`config.mk`:
```
export PLATFORM = sky130hd
export DESIGN_NAME = gesture_filter
export DESIGN_NICKNAME = d
export VERILOG_FILES = /design/src/rtl/gesture_pkg.sv /design/src/rtl/button_debounce.sv /design/src/rtl/gesture_filter.sv
export SDC_FILE = /design/constraint.sdc
export NUM_CORES = 1
export LEC_CHECK = 0
export CAP_MARGIN = 10
export CORE_ASPECT_RATIO = 0.75
export CORE_UTILIZATION = 35
export DETAILED_ROUTE_END_ITERATION = 12
export PLACE_DENSITY = 0.6
export SLEW_MARGIN = 10
export SYNTH_ARGS = -nofsm -noshare
export SYNTH_HDL_FRONTEND = slang
export SYNTH_SLANG_ARGS = --single-unit
export TNS_END_PERCENT = 30
```
`constraint.sdc`:
```
create_clock -name clk_in -period 3.25 [get_ports clk_in]
set_input_delay 0.65 -clock clk_in [delete_from_list [all_inputs] [get_ports clk_in]]
set_output_delay 0.65 -clock clk_in [all_outputs]
set_load 0.01 [all_outputs]
```
`src/rtl/gesture_pkg.sv`:
```
// Shared types for the gesture pipeline: key_input, gesture_filter and game_state.
package gesture_pkg;

    typedef enum logic [1:0] {
        UP    = 2'b00,
        DOWN  = 2'b01,
        RIGHT = 2'b10,
        LEFT  = 2'b11
    } dir_t;

    typedef enum logic [1:0] {
        IDLE   = 2'b00,
        ARMING = 2'b01,
        HELD   = 2'b10
    } gstate_t;

    function automatic int maxInt(input int a, input int b);
        return (a > b) ? a : b;
    endfunction

endpackage

```
`src/rtl/button_debounce.sv`:
```
// Two-flop synchronizer and stability counter for a raw push-button; emits a
// single-cycle pulse when the debounced level rises.
module button_debounce #(
    parameter int DEBOUNCE_CYCLES = 650000
) (
    input  logic clk_i,
    input  logic rst_i,
    input  logic btn_i,
    output logic press_o
);

    localparam int CW = (DEBOUNCE_CYCLES > 1) ? $clog2(DEBOUNCE_CYCLES) : 1;
    localparam logic [CW-1:0] CNT_LAST = CW'(DEBOUNCE_CYCLES - 1);

    logic          syncMeta_q;
    logic          syncOut_q;
    logic          level_q, level_d;
    logic          levelDly_q;
    logic          press_q;
    logic [CW-1:0] cnt_q, cnt_d;

    // Any cycle where the synchronized input agrees with the debounced level
    // restarts the stability count.
    always_comb begin
        cnt_d   = '0;
        level_d = level_q;
        if (syncOut_q != level_q) begin
            if (cnt_q == CNT_LAST) begin
                level_d = ~level_q;
            end else begin
                cnt_d = cnt_q + 1'b1;
            end
        end
    end

    always_ff @(posedge clk_i or posedge rst_i) begin
        if (rst_i) begin
            syncMeta_q <= 1'b0;
            syncOut_q  <= 1'b0;
            level_q    <= 1'b0;
            levelDly_q <= 1'b0;
            press_q    <= 1'b0;
            cnt_q      <= '0;
        end else begin
            syncMeta_q <= btn_i;
            syncOut_q  <= syncMeta_q;
            level_q    <= level_d;
            levelDly_q <= level_q;
            press_q    <= level_q & ~levelDly_q;
            cnt_q      <= cnt_d;
        end
    end

    assign press_o = press_q;

endmodule

```
`src/rtl/gesture_filter.sv`:
```
// Turns per-frame gesture directions into hold-qualified, auto-repeating
// single-cycle commands, and debounces the decide button.
module gesture_filter
    import gesture_pkg::*;
#(
    parameter int HOLD_FRAMES     = 4,
    parameter int REPEAT_FRAMES   = 15,
    parameter int DEBOUNCE_CYCLES = 650000
) (
    input  logic       clk_in,
    input  logic       rst_in,
    input  logic [1:0] key_in,
    input  logic       key_valid_in,
    input  logic       present_in,
    input  logic       decide_in,
    output logic [1:0] key_out,
    output logic       key_valid_out,
    output logic       held_out,
    output logic       decide_out
);

    localparam int FW = $clog2(maxInt(HOLD_FRAMES, REPEAT_FRAMES) + 1);
    localparam logic [FW-1:0] FCNT_ONE  = FW'(1);
    localparam logic [FW-1:0] FCNT_MAX  = {FW{1'b1}};
    localparam logic [FW-1:0] HOLD_C    = FW'(HOLD_FRAMES);
    localparam logic [FW-1:0] REPEAT_C  = FW'(REPEAT_FRAMES);

    gstate_t       state_q, state_d;
    dir_t          cand_q, cand_d;
    dir_t          keyOut_q;
    logic          keyValid_q;
    logic [FW-1:0] fcnt_q, fcnt_d;
    logic [FW-1:0] fcntInc;
    logic          issue;

    assign fcntInc = (fcnt_q == FCNT_MAX) ? fcnt_q : fcnt_q + 1'b1;

    // Thresholds use >= so a counter that saturated or started past the
    // limit still fires instead of stalling.
    always_comb begin
        state_d = state_q;
        cand_d  = cand_q;
        fcnt_d  = fcnt_q;
        issue   = 1'b0;
        if (key_valid_in) begin
            unique case (state_q)
                IDLE: begin
                    if (present_in) begin
                        cand_d = dir_t'(key_in);
                        if (HOLD_FRAMES <= 1) begin
                            state_d = HELD;
                            fcnt_d  = '0;
                            issue   = 1'b1;
                        end else begin
                            state_d = ARMING;
                            fcnt_d  = FCNT_ONE;
                        end
                    end
                end
                ARMING: begin
                    if (!present_in) begin
                        state_d = IDLE;
                        fcnt_d  = '0;
                    end else if (key_in != cand_q) begin
                        cand_d = dir_t'(key_in);
                        fcnt_d = FCNT_ONE;
                    end else if (fcntInc >= HOLD_C) begin
                        state_d = HELD;
                        fcnt_d  = '0;
                        issue   = 1'b1;
                    end else begin
                        fcnt_d = fcntInc;
                    end
                end
                HELD: begin
                    if (!present_in) begin
                        state_d = IDLE;
                        fcnt_d  = '0;
                    end else if (key_in != cand_q) begin
                        state_d = ARMING;
                        cand_d  = dir_t'(key_in);
                        fcnt_d  = FCNT_ONE;
                    end else if (REPEAT_FRAMES != 0 && fcntInc >= REPEAT_C) begin
                        fcnt_d = '0;
                        issue  = 1'b1;
                    end else begin
                        fcnt_d = fcntInc;
                    end
                end
                default: begin
                    state_d = IDLE;
                    fcnt_d  = '0;
                end
            endcase
        end
    end

    always_ff @(posedge clk_in or posedge rst_in) begin
        if (rst_in) begin
            state_q    <= IDLE;
            cand_q     <= UP;
            fcnt_q     <= '0;
            keyOut_q   <= UP;
            keyValid_q <= 1'b0;
        end else begin
            state_q    <= state_d;
            cand_q     <= cand_d;
            fcnt_q     <= fcnt_d;
            keyValid_q <= issue;
            if (issue) begin
                keyOut_q <= cand_d;
            end
        end
    end

    button_debounce #(
        .DEBOUNCE_CYCLES(DEBOUNCE_CYCLES)
    ) u_decide (
        .clk_i  (clk_in),
        .rst_i  (rst_in),
        .btn_i  (decide_in),
        .press_o(decide_out)
    );

    assign key_out       = keyOut_q;
    assign key_valid_out = keyValid_q;
    assign held_out      = (state_q == HELD);

endmodule

```
==> metrics.md <==
| Metric | Value |
|---|---|
| Setup Skew | 0.0129 ns |
| Max-cap viol count | 0 |
| CTS Buffer Depth | 2 |
| Syn avg cell area | 9.94 µm² |
| CP startpoint kind | register |
| Area growth from synthesis to layout | 14.8% |
| Layout cells sized above 1 | 9.18% |
| Worst Path Arrival | 1.57 ns |
| Port Buffers | 11 |
| Vias in the first global route | 1315 |
| Crit path max fanout | 4 |
| Synth area leader | dfrtp_1 |
| Initial DRT Pass Iterations | 4 |
| Crit path capture | held_out |
| Pleak | 0.947 nW |
| Dominant cells by area after synthesis | dfrtp_1 (47%), xor2_1 (6.4%), nor2_1 (5.5%), ha_1 (3.9%), nand3_1 (3.9%) |
| Clock-pin slew on the worst setup and hold paths | 0.07 ns |
| Overflow after GRT | 0 |
| Pint | 0.841 mW |
| Tcrit/Tclk final | 68.5% |
| Dpl hpwl | 2530 µm |
| Fraction of registers with async set/reset | 100% |
| Final Hold Viols | 0 |
| Die Ht | 66.0 µm |
| DRT iter0 DRCs | 95 |
| Number of inserted diodes | 0 |
| Mapped Area | 1910 µm² |
| Initial antenna violation count | 0 |
| Setup crit end kind | primary output |
| Rows | 22 |
| Reg2reg setup slack | 1.06 ns |
| Tmin final | 2.22 ns |
| Clock power share | 32.6% |
| Fin nets | 219 |
| Unrepaired setup endpoints after global routing | false |
| Post-synth cell types | 42 |
| Global Route Usage Sum | 14.6% |
| Cell Pwr Density | 545 nW/µm² |
| Final Wtd Congestion | 0.880 |
| Main synth FF type | dfrtp_1 |
| Slew @ Worst Pin | 0.533 ns |
| Critical path class | reg2out |
| Outcome | completed |
| Avg WL per Cell | 12.7 µm |
| Final setup vio count | 0 |
| Worst r2r src | fcnt_q[0] |
| Gate Count Post-Synth | 192 |
| Combinational power share | 23.4% |
| Yosys reg bits | 36 |
| EDFF count, synth | 0 |
| Top Ports | 12 |
| CTS tree | built |
| Mapped Nets | 205 |
| F_max | 0.449 GHz |
| Root Buffer | clkbuf_8 |
| H-tree levels | 2 |
| Worst r2r path cells | 5 |
| ANT nets after route | 0 |
| Fin. max-slew vios | 0 |
| Reg power frac | 44.0% |
| Synth warn | 0 |
| Beginning of the critical path | state_q[0] |
| Worst-Skew Late Latency | 0.29 ns |
| Req. time, crit path | 2.60 ns |
| Post-CTS setup buffers | 0 |
| NetSw | 0.353 mW |
| Post-cts resize count | 0 |
| Dpl ws | 0.786 ns |
| CTS Buf Count | 5 |
| HP Class | reg2reg |
| Via-per-instance ratio | 5.04 |
| Min Hold Slack | 0.381 ns |
| Drc violations | 0 |
| Switching power share of the total | 29.6% |
| Die width | 87.3 µm |
| Final Routed Wirelength | 3550 µm |
| RR Endpoint | key_out[1] |
| Setup TNS | 0 ns |
| Relative slew slack | 64.3% |
| Peak supply drop | 0.245 mV |
| Sequential-to-total area share from yosys stat | 47.2% |
| First-pass GRT wire length | 6380 µm |
| Number of hold buffers added after CTS | 0 |
| Initial Util | 37.7% |
| Full die area | 5760 µm² |
| Clk sinks | 36 |
| Min setup slack post-route | 1.03 ns |
| Pin count of the biggest net entering global routing | 37 |
| Cell with the most instances after synthesis | dfrtp_1 |
| Post-synth top cells | dfrtp_1 (36), nor2_1 (28), nand3_1 (15) |
| Core area | 5060 µm² |
| DR vias | 1407 |
| Top-area cell type share of the netlist area | 47.2% |
==> worst min-delay path by stage <==
stage | startpoint | depth (start not counted) | slack [ns] | to
3_5_place_dp | u_decide.syncMeta_q | 0 | 0.36 | u_decide.syncOut_q
5_1_grt | u_decide.syncMeta_q | 0 | 0.39 | u_decide.syncOut_q
6_report | u_decide.syncMeta_q | 0 | 0.38 | u_decide.syncOut_q
3_3_place_gp | u_decide.syncMeta_q | 0 | 0.37 | u_decide.syncOut_q
4_1_cts | u_decide.syncMeta_q | 0 | 0.38 | u_decide.syncOut_q
2_1_floorplan | u_decide.syncMeta_q | 0 | 0.33 | u_decide.syncOut_q
==> flip-flops by register name, indices dropped and copies added, names as in the netlist <==
name / cells
key_out: 2
key_valid_out: 1
u_decide.levelDly_q: 1
fcnt_q: 4
u_decide.press_o: 1
u_decide.cnt_q: 20
cand_q: 2
u_decide.level_q: 1
u_decide.syncMeta_q: 1
u_decide.syncOut_q: 1
state_q: 2
==> power groups by stage <==
stage	Combinational [mW]	Clock [mW]	Sequential, mW
after CTS	0.279	0.407	0.526
after floorplan	0.198	0	0.527
after detailed placement	0.277	0	0.535
after global routing	0.315	0.427	0.534
final	0.279	0.389	0.526
after global placement	0.279	0	0.535
==> worst max-delay path, cell delays in order, from the launching register on <==
cell	delay [ns]
dfrtp_1	0.41
inv_1	0.09
ha_1	0.23
clkdlybuf4s50_1	0.56
==> per-stage QoR <==
step	util (%)	cells	area (µm²)	power [mW]
global placement	41.1	271	2080	0.814
floorplan	-	192	1910	0.725
global route	43.3	279	2190	1.28
detailed placement	41.1	271	2080	0.812
CTS	43.3	279	2190	1.21
finish	43.3	279	2190	1.19
==> cell usage in the layout (no fill, tap or decap), drive strengths merged, types with 3 or more instances in the layout <==
cell / count
nand4: 10
xor2: 14
nor2: 28
mux2: 4
dfrtp: 36
nand2: 11
nor3: 3
nand3: 15
ha: 6
clkdlybuf4s50: 11
xnor2: 8
o21ai: 4
inv: 8
a21oi: 7
clkbuf: 5
and3: 4
==> cells by family (layout without fill, tap and decap cells) <==
family	Yosys count	after routing	share of synthesized area, %
muxes	5	5	2.88
AOI/OAI and AO/OA	26	26	9.83
xor gates and xnor gates	22	22	10.9
and+or+nand+nor	83	83	21.4
DFF	36	36	47.2
buffers and inverters	14	29	3.87
adders and majority gates	6	6	3.93
==> layer usage <==
metal	global-route usage, %	vias to the layer above	part of all wire (%)
met5	0	-	0
met4	6.15	0	1.9
met3	3.37	7	4.7
met2	19.6	32	39
met1	22.0	675	54
li1	-	693	-
==> final cells by class <==
cell class | instances | area [µm²]
inverters | 8 | 30.0
clock buffers | 5 | 68.8
repair buffers | 13 | 125
multi-input cells | 142 | 935
fillers | 502 | 2870
flip-flops and latches | 36 | 901
clock inverters | 3 | 42.5
well taps | 72 | 90.1
No activity file was read; power rests on OpenSTA's default activity.
